--- src/rtl/sys_array_stream_ctrl.sv ---
// -----------------------------------------------------------------------------
// sys_array_stream_ctrl
//
// Host-side initiator for the systolic-array fetcher. Bytes arriving on the
// input stream are assembled into the fetcher's weight (W) and activation (A)
// buses. The block then strobes load_params / start_comp, waits for the
// fetcher's result, and streams the product matrix back out with a last flag.
//
// Ports
//   clk, reset_n        clock, synchronous active-low reset
//   start, reuse_w      job request; reuse_w skips the W load if weights resident
//   s_valid/s_ready/s_data          input byte stream
//   m_valid/m_ready/m_data/m_last   result stream (2*DATA_WIDTH per element)
//   load_params, start_comp         one-cycle strobes to the fetcher
//   data_a, data_w                  operand buses to the fetcher
//   arr_ready, arr_data             result handshake/bus from the fetcher
//   busy, error                     job in progress / sticky timeout flag
//   dbg_state_o                     current FSM state for checkers
//
// Handshake: a beat transfers on a rising clk edge where valid && ready are
// both 1. s_ready and m_valid are decoded from the registered state only, so
// neither depends combinationally on its partner (s_valid / m_ready); an
// unaccepted beat is simply held by the sender and state does not move.
// -----------------------------------------------------------------------------
module sys_array_stream_ctrl #(
  parameter int DATA_WIDTH     = 8,
  parameter int ARRAY_A_W      = 4,
  parameter int ARRAY_A_L      = 3,
  parameter int ARRAY_W_W      = 3,
  parameter int ARRAY_W_L      = 4,
  parameter int TIMEOUT_CYCLES = 1024
) (
  input  logic                                                    clk,
  input  logic                                                    reset_n,
  input  logic                                                    start,
  input  logic                                                    reuse_w,
  input  logic                                                    s_valid,
  output logic                                                    s_ready,
  input  logic [DATA_WIDTH-1:0]                                   s_data,
  output logic                                                    m_valid,
  input  logic                                                    m_ready,
  output logic [2*DATA_WIDTH-1:0]                                 m_data,
  output logic                                                    m_last,
  output logic                                                    load_params,
  output logic                                                    start_comp,
  output logic [0:ARRAY_A_W-1][ARRAY_A_L-1:0][DATA_WIDTH-1:0]     data_a,
  output logic [0:ARRAY_W_W-1][0:ARRAY_W_L-1][DATA_WIDTH-1:0]     data_w,
  input  logic                                                    arr_ready,
  input  logic [0:ARRAY_A_W-1][0:ARRAY_W_L-1][2*DATA_WIDTH-1:0]   arr_data,
  output logic                                                    busy,
  output logic                                                    error,
  output logic [2:0]                                              dbg_state_o
);

  localparam int NW    = ARRAY_W_W * ARRAY_W_L;
  localparam int NA    = ARRAY_A_W * ARRAY_A_L;
  localparam int NR    = ARRAY_A_W * ARRAY_W_L;
  localparam int NMAX  = (NW > NA) ? ((NW > NR) ? NW : NR) : ((NA > NR) ? NA : NR);
  localparam int CNT_W = $clog2(NMAX) + 1;
  localparam int TMO_W = $clog2(TIMEOUT_CYCLES) + 1;

  typedef enum logic [2:0] {
    ST_IDLE   = 3'd0,
    ST_LOAD_W = 3'd1,
    ST_PARAM  = 3'd2,
    ST_LOAD_A = 3'd3,
    ST_START  = 3'd4,
    ST_WAIT   = 3'd5,
    ST_DRAIN  = 3'd6
  } state_e;

  state_e                                                   state_q, state_d;
  logic [CNT_W-1:0]                                         cnt_q, cnt_d;
  logic [TMO_W-1:0]                                         wait_q, wait_d;
  logic                                                     w_loaded_q, w_loaded_d;
  logic                                                     error_q, error_d;
  logic [0:ARRAY_A_W-1][ARRAY_A_L-1:0][DATA_WIDTH-1:0]      data_a_q, data_a_d;
  logic [0:ARRAY_W_W-1][0:ARRAY_W_L-1][DATA_WIDTH-1:0]      data_w_q, data_w_d;
  logic [0:ARRAY_A_W-1][0:ARRAY_W_L-1][2*DATA_WIDTH-1:0]    res_q, res_d;

  logic s_fire;
  logic m_fire;

  assign s_fire = s_valid && s_ready;
  assign m_fire = m_valid && m_ready;

  // State register plus all datapath registers.
  always_ff @(posedge clk) begin
    if (!reset_n) begin
      state_q    <= ST_IDLE;
      cnt_q      <= '0;
      wait_q     <= '0;
      w_loaded_q <= 1'b0;
      error_q    <= 1'b0;
      data_a_q   <= '0;
      data_w_q   <= '0;
      res_q      <= '0;
    end else begin
      state_q    <= state_d;
      cnt_q      <= cnt_d;
      wait_q     <= wait_d;
      w_loaded_q <= w_loaded_d;
      error_q    <= error_d;
      data_a_q   <= data_a_d;
      data_w_q   <= data_w_d;
      res_q      <= res_d;
    end
  end

  // Next-state logic.
  always_comb begin
    state_d = state_q;
    case (state_q)
      ST_IDLE: begin
        if (start) state_d = (reuse_w && w_loaded_q) ? ST_LOAD_A : ST_LOAD_W;
      end
      ST_LOAD_W: begin
        if (s_fire && cnt_q == CNT_W'(NW - 1)) state_d = ST_PARAM;
      end
      ST_PARAM: state_d = ST_LOAD_A;
      ST_LOAD_A: begin
        if (s_fire && cnt_q == CNT_W'(NA - 1)) state_d = ST_START;
      end
      ST_START: state_d = ST_WAIT;
      ST_WAIT: begin
        // The fetcher's ready from the previous job is still up on the first
        // WAIT cycle, so only accept arr_ready once wait_q has advanced.
        if (wait_q != '0 && arr_ready)                  state_d = ST_DRAIN;
        else if (wait_q == TMO_W'(TIMEOUT_CYCLES - 1))  state_d = ST_IDLE;
      end
      ST_DRAIN: begin
        if (m_fire && cnt_q == CNT_W'(NR - 1)) state_d = ST_IDLE;
      end
      default: state_d = ST_IDLE;
    endcase
  end

  // Datapath next values.
  always_comb begin
    cnt_d      = cnt_q;
    wait_d     = '0;
    w_loaded_d = w_loaded_q;
    error_d    = error_q;
    data_a_d   = data_a_q;
    data_w_d   = data_w_q;
    res_d      = res_q;

    // One beat counter serves LOAD_W, LOAD_A and DRAIN; it restarts on every
    // state change so each phase counts from zero.
    if (state_d != state_q)    cnt_d = '0;
    else if (s_fire || m_fire) cnt_d = cnt_q + 1'b1;

    if (state_q == ST_WAIT && state_d == ST_WAIT) wait_d = wait_q + 1'b1;

    if (state_q == ST_IDLE && start)              error_d = 1'b0;
    // Leaving WAIT straight to IDLE only happens on timeout. Weights stay
    // resident, so w_loaded is left alone.
    if (state_q == ST_WAIT && state_d == ST_IDLE) error_d = 1'b1;

    if (state_q == ST_PARAM) w_loaded_d = 1'b1;

    if (state_q == ST_LOAD_W && s_fire) begin
      for (int r = 0; r < ARRAY_W_W; r++) begin
        for (int c = 0; c < ARRAY_W_L; c++) begin
          if (cnt_q == CNT_W'(r * ARRAY_W_L + c)) data_w_d[r][c] = s_data;
        end
      end
    end

    if (state_q == ST_LOAD_A && s_fire) begin
      for (int r = 0; r < ARRAY_A_W; r++) begin
        for (int c = 0; c < ARRAY_A_L; c++) begin
          if (cnt_q == CNT_W'(r * ARRAY_A_L + c)) data_a_d[r][c] = s_data;
        end
      end
    end

    if (state_q == ST_WAIT && state_d == ST_DRAIN) res_d = arr_data;
  end

  // Outputs decoded from registered state only.
  always_comb begin
    s_ready     = 1'b0;
    m_valid     = 1'b0;
    m_last      = 1'b0;
    m_data      = '0;
    load_params = 1'b0;
    start_comp  = 1'b0;
    busy        = (state_q != ST_IDLE);
    case (state_q)
      ST_LOAD_W, ST_LOAD_A: s_ready = 1'b1;
      ST_PARAM:             load_params = 1'b1;
      ST_START:             start_comp  = 1'b1;
      ST_DRAIN: begin
        m_valid = 1'b1;
        m_last  = (cnt_q == CNT_W'(NR - 1));
        for (int r = 0; r < ARRAY_A_W; r++) begin
          for (int c = 0; c < ARRAY_W_L; c++) begin
            if (cnt_q == CNT_W'(r * ARRAY_W_L + c)) m_data = res_q[r][c];
          end
        end
      end
      default: ;
    endcase
  end

  assign data_a      = data_a_q;
  assign data_w      = data_w_q;
  assign error       = error_q;
  assign dbg_state_o = state_q;

endmodule
--- config.mk ---
export PLATFORM = sky130hd
export DESIGN_NAME = sys_array_stream_ctrl
export DESIGN_NICKNAME = d
export VERILOG_FILES = /design/src/rtl/sys_array_stream_ctrl.sv
export SDC_FILE = /design/constraint.sdc
export NUM_CORES = 1
export LEC_CHECK = 0
export ABC_CLOCK_PERIOD_IN_PS = 4100
export CORE_AREA = 4 4 295 297
export CTS_CLUSTER_DIAMETER = 30
export DETAILED_ROUTE_END_ITERATION = 10
export DIE_AREA = 0 0 299 301
export PLACE_DENSITY_LB_ADDON = 0.08
export SYNTH_ARGS = -nofsm -noshare
export SYNTH_HDL_FRONTEND = slang
export SYNTH_SLANG_ARGS = --single-unit
--- constraint.sdc ---
create_clock -name clk -period 4.1 [get_ports clk]
set_input_delay 0.615 -clock clk [delete_from_list [all_inputs] [get_ports clk]]
set_output_delay 0.615 -clock clk [all_outputs]
set_load 0.02 [all_outputs]
==> results of run 1 <==
-- state kept, by name, indices dropped and copies added (netlist names) --
signal and count:
error 1, wait_q 11, dbg_state_o 3, data_w 96, w_loaded_q 1, cnt_q 5, data_a 96, res_q 256
-- layout by cell type, fill, tap and decap left out, types with 13 or more instances in the layout --
cell type        instances
o211ai_1                17
clkbuf_16              139
nand3b_1                21
nand2_1                772
bufinv_16               18
o21ai_0                 60
nand3_1                165
mux2i_1                 32
nor2b_1                 43
nor3_1                  23
dfxtp_1                467
a21boi_0               371
clkbuf_8                30
a21oi_1                 82
clkdlybuf4s50_1        469
o22ai_1                 13
clkinv_2                21
inv_1                   14
clkbuf_1                24
buf_4                   77
a21boi_1                45
nor2_1                  50
-- cells by family (layout without fill, tap and decap cells) --
| kind of cell | count (synthesis) | count (layout) |
|---|---|---|
| AND/OR/NAND/NOR | 1141 | 1141 |
| AO/OA/AOI/OAI | 702 | 702 |
| flip-flops | 469 | 469 |
| buffers and inverters | 242 | 839 |
| multiplexers | 32 | 32 |
| XOR/XNOR | 13 | 13 |
| adder cells (fa/ha/maj) | 7 | 7 |
| other | 0 | 3 |
-- layer usage --
metal  part of all wire, %  global-route usage [%]  vias to the layer above  wire length, um
li1                      -                       -                     9940                -
met1                    43                   25.73                    10070            41740
met2                    48                   35.57                      726            47070
met3                   6.9                   5.919                      166             6798
met4                   2.5                   6.377                       24             2455
met5                  0.15                       0                        -              149
-- power by group through the flow --
stage          clock network (uW)  registers (uW)  logic (uW)
6_report                    11100            4590         630
4_1_cts                     11300            4590         633
2_1_floorplan                   0            4670         213
3_3_place_gp                    0            4670         619
5_1_grt                     11600            4590         667
3_5_place_dp                    0            4670         622
-- worst paths after layout --
check                                                to  slack [ps]                    start  depth (start not counted)
worst max-delay path                         m_data[12]         110    cnt_q[1]$_SDFFE_PP0P_                          9
worst min-delay path            data_w[18]$_SDFFE_PN0P_         420                  reset_n                          2
worst max register to register       error$_SDFFE_PN0P_        1270    cnt_q[4]$_SDFFE_PP0P_                          8
worst min register to register  data_w[85]$_SDFFE_PN0P_         450  data_w[85]$_SDFFE_PN0P_                          2
-- what timing repair did --
action	in CTS	in global routing
setup buffers	7	3
resized for setup	48	11
hold buffers	0	0
gates cloned	0	2
pin swaps	5	4
hold endpoints to repair	0	0
setup endpoints to repair	17	6
-- worst reg2reg max path: stages, from the launching register on --
cell and delay, ps:
dfxtp_1 380, buf_4 230, nor3b_2 250, buf_4 200
nand2_1 490, nor2_1 810, a311oi_1 160, a22oi_1 180
nor2b_1 60
-- cell type report --
cell class / count / area [um2] / area share, %
Tap cell: 1144 / 1431 / 4.437
Inverter: 17 / 68.82 / 0.2133
Clock buffer: 191 / 3931 / 12.19
Timing Repair Buffer: 576 / 5708 / 17.70
Antenna cell: 3 / 7.507 / 0.02327
Sequential cell: 469 / 9392 / 29.11
Clock inverter: 55 / 1006 / 3.119
Multi-Input combinational cell: 1895 / 10710 / 33.21
-- through the flow --
| stage | cells | power (uW) | area, um2 |
|---|---|---|---|
| floorplan | 2606 | 4886 | 20960 |
| global placement | 4089 | 5287 | 27010 |
| detailed placement | 4089 | 5291 | 27010 |
| CTS | 4342 | 16510 | 32140 |
| global route | 4347 | 16840 | 32250 |
| finish | 4350 | 16300 | 32260 |
==> flow_summary.ini, run 1 <==
[worst_setup_path]
crit_fanout = 14
slowest_stage = and4bb_2
slowest_delay_ps = 450
crit_buf_inv = 3
crit_chain = inv_1 > ha_4 > and4bb_2 > buf_4 > a21oi_1 > a21oi_1 > o211ai_1 > a31oi_1 > buf_4
cp_data_arrival_time_ps = 3380
cp.required_ps = 3480
worstSetupEndpointType = primary output
crit_family = compound AO/OA/AOI/OAI gates
startpoint_type = flop
worstSetupPathType = flop to primary output

[global_routing]
grt_antenna_before_repair = 16
grt_pass1_vias = 20913
grt_pass1_wl_mm = 141.2
grt_max_degree = 152
gr-total-overflow = 0
grtUsageTotal_pct = 20.92

[hold_path]
hold_class = primary input to flop

[sta]
post-route-period-util_pct = 97.41
setup_viol = 0
final-hold-violation-count = 0
fin_skew_ps = 53.72
worst_pin_slew_ps = 1238
clock.fmax_mhz = 250.4
tns_ps = 0
slew_violations = 0
setup_ws_ps = 106.1
holdWs_ps = 420.3
slew_headroom_pct = 17.23
post-route-min-period_ps = 3994

[power]
seqPwrFrac_pct = 28.2
swShare_pct = 21.73
peakVddDrop_mv = 0.3551
p_int_uw = 12750
p_comb_share_pct = 3.9
clkPwrFrac_pct = 68.0
leakagePower_uw = 0.01094
p_per_area_nw_per_um2 = 505.2
switchingPower_uw = 3542

[clocking]
cts.sinks = 469
clk_latency_ps = 720
h-tree-depth = 4
cts_tree = done
numCtsBuffers = 137
cts_root_buffer = clkbuf_16
clockBufferDepth = 3
clkTransAtPathRegs_ps = 40

[floorplan]
dieArea_um2 = 90000
die_width_um = 299
row_count = 107
die_h_um = 301
ios = 489
fp.coreArea_um2 = 84610
start_util_pct = 24.77

[finish]
drive_gt1_share_pct = 12.05
fin_nets = 3374
fill_cells = 8671
utilization_pct = 38.12
area_delta_synth_final_pct = 53.93

[drt]
drtIter0Drc = 1317
wl_mm = 98.21
post_drt_wl_per_cell_um = 22.58
vias_per_cell = 4.811
num_vias = 20926
first_pass_iters = 5
ant_nets = 0
remaining_drc_errors = 0

[synthesis]
synth_top_family_by_area = simple AND/OR/NAND/NOR gates
synth_compound_area_share_pct = 23.70
yosysTopAreaCell = dfxtp_1
synth_top_area_share_pct = 44.81
syn_area_per_cell_um2 = 8.041
yosys_warnings = 0
syn_nets = 2884
netlist_instances = 2606
muxShareOfSynthArea_pct = 1.529
yosys-top-cells-area = dfxtp_1, nand2_1, a21boi_0
synth-simple-area-share_pct = 23.85
synth_commonest_cells = nand2_1, dfxtp_1, a21boi_0, nand3_1, clkbuf_1
syn_area_um2 = 20960
post-synth-top-count-cell = nand2_1
async_reset_ff_share_pct = 0
synthAdderAreaFrac_pct = 0.4180
synth-edff-count = 0
ys_ff_latch = 469
seq_area_frac_synth_pct = 44.81
synth-xor-area-share_pct = 0.5433
synthDistinctLibCells = 73
yosys_most_used_dff = dfxtp_1

[place]
place_congestion = 0.9151
io_buffers = 488
dp_hpwl_mm = 71.79
post-place-ws_ps = 152.8

[run]
cap_violations = 0

[outcome]
status = completed
No activity file was read; power rests on OpenSTA's default activity.
==> run 2, diff against run 1 <==
--- a/config.mk
+++ b/config.mk
@@ -7,7 +7,6 @@
 export LEC_CHECK = 0
 export ABC_CLOCK_PERIOD_IN_PS = 4100
 export CORE_AREA = 4 4 295 297
-export CTS_CLUSTER_DIAMETER = 30
 export DETAILED_ROUTE_END_ITERATION = 10
 export DIE_AREA = 0 0 299 301
 export PLACE_DENSITY_LB_ADDON = 0.08
==> run 2 against run 1 <==
  * Routed wire length fell by 1.9%
  * Register-to-register slack worse by 40 ps
  * Final cell count is 3.2% lower
  * Worst setup slack got worse by 4.6 ps
  * Power decreased by 36%
  * Clock power decreased by 53%
  * First-iteration DRC count decreased by 9.0%
  * Hold slack better by 32 ps
  * Via count decreased by 3.1%
  * Global-route usage shrank 0.42 points
  * Design area decreased by 9.3%
  * Die area unchanged
  * Critical path type unchanged
  * Largest power group unchanged
  * Highest routed layer unchanged
==> flow_summary.ini, run 2 (synthesis results as in run 1) <==
[drt]
wl_mm = 96.36
ant_nets = 0
first_pass_iters = 7
drtIter0Drc = 1199
num_vias = 20270
vias_per_cell = 4.812
post_drt_wl_per_cell_um = 22.88
remaining_drc_errors = 0

[hold_path]
hp-start = data_w[74]$_SDFFE_PN0P_
min_delay_worst_endpoint = data_w[74]$_SDFFE_PN0P_
worstHoldPathCells = 2
hold_class = flop to flop

[clocking]
hold_buffers = 0
clk_latency_ps = 630
clockBufferDepth = 3
numCtsBuffers = 56
cts_tree = done
cts_root_buffer = clkbuf_16
clkTransAtPathRegs_ps = 60
cts.sinks = 469
h-tree-depth = 2

[power]
switchingPower_uw = 2367
power_uw = 10460
leakagePower_uw = 0.009498
swShare_pct = 22.63
seqPwrFrac_pct = 43.7
clkPwrFrac_pct = 50.3
p_int_uw = 8094
peakVddDrop_mv = 0.3136
p_per_area_nw_per_um2 = 357.4
p_comb_share_pct = 6.0

[place]
io_buffers = 488
placed_area_um2 = 27010
dp_hpwl_mm = 71.79
place_congestion = 0.9151
post-place-ws_ps = 152.8

[sta]
clock.fmax_mhz = 250.1
final-hold-violation-count = 0
fin_skew_ps = 26.00
slew_violations = 0
post-route-min-period_ps = 3999
worst_pin_slew_ps = 1200
setup_ws_ps = 101.5
grt_setup_unrepaired = no
setup_viol = 0
post-route-period-util_pct = 97.53
tns_ps = 0
slew_headroom_pct = 19.76

[global_routing]
grt_pass1_wl_mm = 138.9
grtUsageTotal_pct = 20.51
gr-total-overflow = 0
grt_max_degree = 152
grt_pass1_vias = 20009
grt_antenna_before_repair = 18

[worst_setup_path]
worstSetupPathType = flop to primary output
cp.required_ps = 3480
worstSetupEndpointType = primary output
startpoint_type = flop
cp_data_arrival_time_ps = 3380
r2r-end = error$_SDFFE_PN0P_
rrSetupSlack_ps = 1230
crit_fanout = 10
reg2reg_depth = 8
r2r-start = cnt_q[2]$_SDFFE_PP0P_

[finish]
fill_cells = 8906
fin_nets = 3292
layout_commonest_cell = nand2_1
regArea_um2 = 9392
final_cell_mix = nand2_1, clkdlybuf4s50_1, dfxtp_1
max_flop_register = res_q
drive_gt1_share_pct = 8.295
largest_reg_flops = 256
multiInputGateArea_um2 = 10710
area_delta_synth_final_pct = 39.67
final_area_um2 = 29270

[floorplan]
row_count = 107
die_h_um = 301
fp.coreArea_um2 = 84610
ios = 489
dieArea_um2 = 90000
start_util_pct = 24.77
die_width_um = 299

[run]
cap_violations = 0

[outcome]
status = completed
-- run 2: cell count changes in the layout (fill, tap and decap cells not counted), sizes merged --
cell           before  now
clkinv             31   11
diode               3    6
clkdlybuf4s15       1    0
inv                20   19
dlygate4sd2        10   11
bufbuf              0    1
clkinvlp            3    1
clkbuf            193   87
bufinv             18    5
-- run 2: metal layers --
| metal | global-route usage [%] | part of all wire, % | vias up |
|---|---|---|---|
| met5 | 0 | 0.13 | - |
| met4 | 5.269 | 2.6 | 20 |
| met3 | 4.391 | 6.0 | 139 |
| met2 | 35.50 | 48 | 624 |
| met1 | 25.94 | 43 | 9768 |
| li1 | - | - | 9719 |
-- run 2: per-stage QoR --
| stage | hold WS (ps) | util, % | instances |
|---|---|---|---|
| floorplan | 437.5 | - | 2606 |
| global placement | 444.0 | 31.92 | 4089 |
| detailed placement | 447.1 | 31.92 | 4089 |
| CTS | 455.7 | 34.50 | 4203 |
| global route | 476.1 | 34.57 | 4206 |
| finish | 452.4 | 34.59 | 4212 |
-- run 2: timing repair --
action                     4_1_cts  5_1_grt
pin swaps                        5        1
gates cloned                     1        0
setup buffers                    7        3
setup endpoints to repair       17        5
resized for setup               43        8
-- run 2: power groups by stage --
stage / sequential (uW) / clock, uW / combinational [uW]
after floorplan: 4670 / 0 / 213
after global placement: 4670 / 0 / 619
after detailed placement: 4670 / 0 / 622
after CTS: 4570 / 5430 / 633
after global routing: 4570 / 5590 / 667
final: 4570 / 5260 / 629
-- run 2: worst max-delay path, stage by stage, from the launching register on --
cell,delay (ps)
dfxtp_2,420
inv_1,140
ha_4,230
buf_4,190
nor3b_1,140
o21ai_0,140
o21ai_0,210
o21ai_0,530
a21oi_1,140
a31oi_1,390
buf_4,220
-- run 2: layout make-up --
cell class	instances	share of cell area, %
Multi-Input combinational cell	1895	36.60
Timing Repair Buffer	575	19.41
Clock inverter	19	0.9020
Inverter	17	0.2223
Antenna cell	6	0.05130
Sequential cell	469	32.09
Tap cell	1144	4.891
Clock buffer	87	5.835
-- run 2: worst max-delay path by stage --
stage                                     start  slack, ps  depth (start not counted)          to
after floorplan           cnt_q[0]$_SDFFE_PP0P_        180                         11   m_data[4]
after global placement    cnt_q[0]$_SDFFE_PP0P_        180                         10   m_data[0]
after detailed placement  cnt_q[0]$_SDFFE_PP0P_        150                         11  m_data[11]
after CTS                 cnt_q[0]$_SDFFE_PP0P_         10                         11  m_data[11]
after global routing      cnt_q[1]$_SDFFE_PP0P_         10                         10   m_data[1]
final                     cnt_q[0]$_SDFFE_PP0P_        100                         10   m_data[1]
==> run 3, diff against run 2 <==
--- a/config.mk
+++ b/config.mk
@@ -5,11 +5,12 @@
 export SDC_FILE = /design/constraint.sdc
 export NUM_CORES = 1
 export LEC_CHECK = 0
-export ABC_CLOCK_PERIOD_IN_PS = 4100
+export ABC_CLOCK_PERIOD_IN_PS = 3700
 export CORE_AREA = 4 4 295 297
 export DETAILED_ROUTE_END_ITERATION = 10
 export DIE_AREA = 0 0 299 301
 export PLACE_DENSITY_LB_ADDON = 0.08
+export SKIP_LAST_GASP = 1
 export SYNTH_ARGS = -nofsm -noshare
 export SYNTH_HDL_FRONTEND = slang
 export SYNTH_SLANG_ARGS = --single-unit
==> constraint.sdc (replaced) <==
create_clock -name clk -period 3.7 [get_ports clk]
set_input_delay 0.555 -clock clk [delete_from_list [all_inputs] [get_ports clk]]
set_output_delay 0.555 -clock clk [all_outputs]
set_load 0.02 [all_outputs]
==> run 3 against run 2 <==
  * Sequential power is 11% higher
  * Register-to-register slack worse by 210 ps
  * Critical path type unchanged
  * Critical endpoint is now m_data[11]
  * Final cell count up 1.1%
==> flow_summary.ini, run 3 (synthesis results as in run 1) <==
[finish]
area_delta_synth_final_pct = 41.59
layout_commonest_cell = nand2_1
final_cell_mix = nand2_1, clkdlybuf4s50_1, dfxtp_1
max_flop_register = res_q
largest_reg_flops = 256
fin_nets = 3339
final_area_um2 = 29670
drive_gt1_share_pct = 10.59
fill_cells = 8869

[worst_setup_path]
cp.required_ps = 3140
cp_data_arrival_time_ps = 3100
crit_family = buffers and inverters
worstSetupPathType = flop to primary output
crit_fanout = 11
startpoint_type = flop
slowest_delay_ps = 360
cp-startpoint = cnt_q[0]$_SDFFE_PP0P_
slowest_stage = dfxtp_4
crit_buf_inv = 5
critPathMostFrequentCell = buf_4
crit_chain = buf_4 > ha_4 > buf_8 > nand3b_1 > a211oi_2 > o2bb2ai_2 > a211oi_2 > buf_4 > a2111oi_2 > buf_4 > o2bb2ai_1 > clkdlybuf4s15_2
worstSetupEndpointType = primary output
r2r-start = dbg_state_o[0]$_SDFF_PN0_

[sta]
setup_viol = 0
fin_skew_ps = 19.53
clock.fmax_mhz = 273.5
slew_violations = 0
tns_ps = 0
grt_setup_unrepaired = yes
worst_pin_slew_ps = 869.1
slew_headroom_pct = 41.92
final-hold-violation-count = 0
post-route-min-period_ps = 3656
post-route-period-util_pct = 98.81

[power]
p_per_area_nw_per_um2 = 384.2
peakVddDrop_mv = 0.2974
leakagePower_uw = 0.009685

[outcome]
status = completed

[drt]
drtIter0Drc = 1259
vias_per_cell = 4.785
post_drt_wl_per_cell_um = 22.41
ant_nets = 0
remaining_drc_errors = 0
num_vias = 20381
first_pass_iters = 5
wl_mm = 95.46

[place]
place_congestion = 0.8905
dp_hpwl_mm = 71.86
io_buffers = 488
placed_area_um2 = 27360

[clocking]
h-tree-depth = 2
cts_tree = done
numCtsBuffers = 56
clockBufferDepth = 3
cts.sinks = 469
clkTransAtPathRegs_ps = 60
clk_latency_ps = 630
cts_root_buffer = clkbuf_16

[floorplan]
die_width_um = 299
dieArea_um2 = 90000
ios = 489
start_util_pct = 24.77
row_count = 107
fp.coreArea_um2 = 84610
die_h_um = 301

[global_routing]
grt_antenna_before_repair = 14
grt_max_degree = 184
gr-total-overflow = 0
grt_pass1_wl_mm = 137.3
grt_pass1_vias = 20421
grtUsageTotal_pct = 20.37

[hold_path]
hp-start = reset_n
hold_class = primary input to flop

[run]
cap_violations = 0
[run 3: changes by cell type in the layout (fill, tap and decap cells not counted), moves of 3 or more]
cell / change
clkbuf_2: +3
buf_4: +37
o22ai_1: -3
clkbuf_8: -5
o21ai_0: -4
a21oi_1: -4
buf_2: +4
buf_6: +5
dlygate4sd2_1: -11
o21ai_2: +3
clkdlybuf4s15_2: +3
o22ai_2: +3
a21oi_2: +4
clkinvlp_4: +4
[run 3: per-stage QoR]
step | hold slack [ps] | power [uW] | setup slack (ps) | utilization [%] | instances
after floorplan | 437.5 | 5414 | 3.382 | - | 2606
after global placement | 439.1 | 5857 | -113.5 | 32.34 | 4133
after detailed placement | 447.0 | 5863 | -147.5 | 32.34 | 4133
after CTS | 331.1 | 11580 | -39.15 | 34.86 | 4244
after global routing | 356.7 | 11810 | -107.8 | 35.05 | 4253
final | 336.6 | 11400 | 44.09 | 35.07 | 4259
[run 3: cell type report]
class                      instances  area (um2)  share of cell area, %
clock inverter                    22       246.5                 0.8307
timing repair buffer             622        6057                  20.41
antenna                            8       20.02                0.06747
multi-input combinational       1895       10810                  36.44
inverter                          17       65.06                 0.2193
tap                             1144        1431                  4.824
clock buffer                      82        1639                  5.524
sequential                       469        9399                  31.68
[run 3: routing by layer]
| layer | vias up | wire [um] | GRT usage [%] |
|---|---|---|---|
| met5 | - | 70 | 0 |
| li1 | 9836 | - | - |
| met1 | 9698 | 41290 | 25.46 |
| met4 | 12 | 3661 | 7.474 |
| met3 | 180 | 5897 | 4.607 |
| met2 | 655 | 44530 | 34.37 |
[run 3: power by group]
part	leakage (uW)	internal [uW]	total [uW]	switching, uW
Clock	0.000915	3300	5640	2340
Combinational	0.00499	394	700	306
Sequential	0.00378	5060	5060	8.59
[run 3: path summary, 6_finish.rpt]
check	to	slack, ps	cells past startpoint
hold / removal	dbg_state_o[1]$_SDFF_PN0_	340	2
setup reg to reg	data_a[76]$_SDFFE_PN0P_	1020	7
hold reg to reg	data_w[95]$_SDFFE_PN0P_	450	2
setup / recovery	m_data[11]	40	12
[run 3: timing repair]
action,CTS,global route
gates resized for setup,96,32
pin swaps,11,12
hold buffers,0,0
buffers inserted,6,7
setup endpoints to repair,17,15
gates cloned,1,0
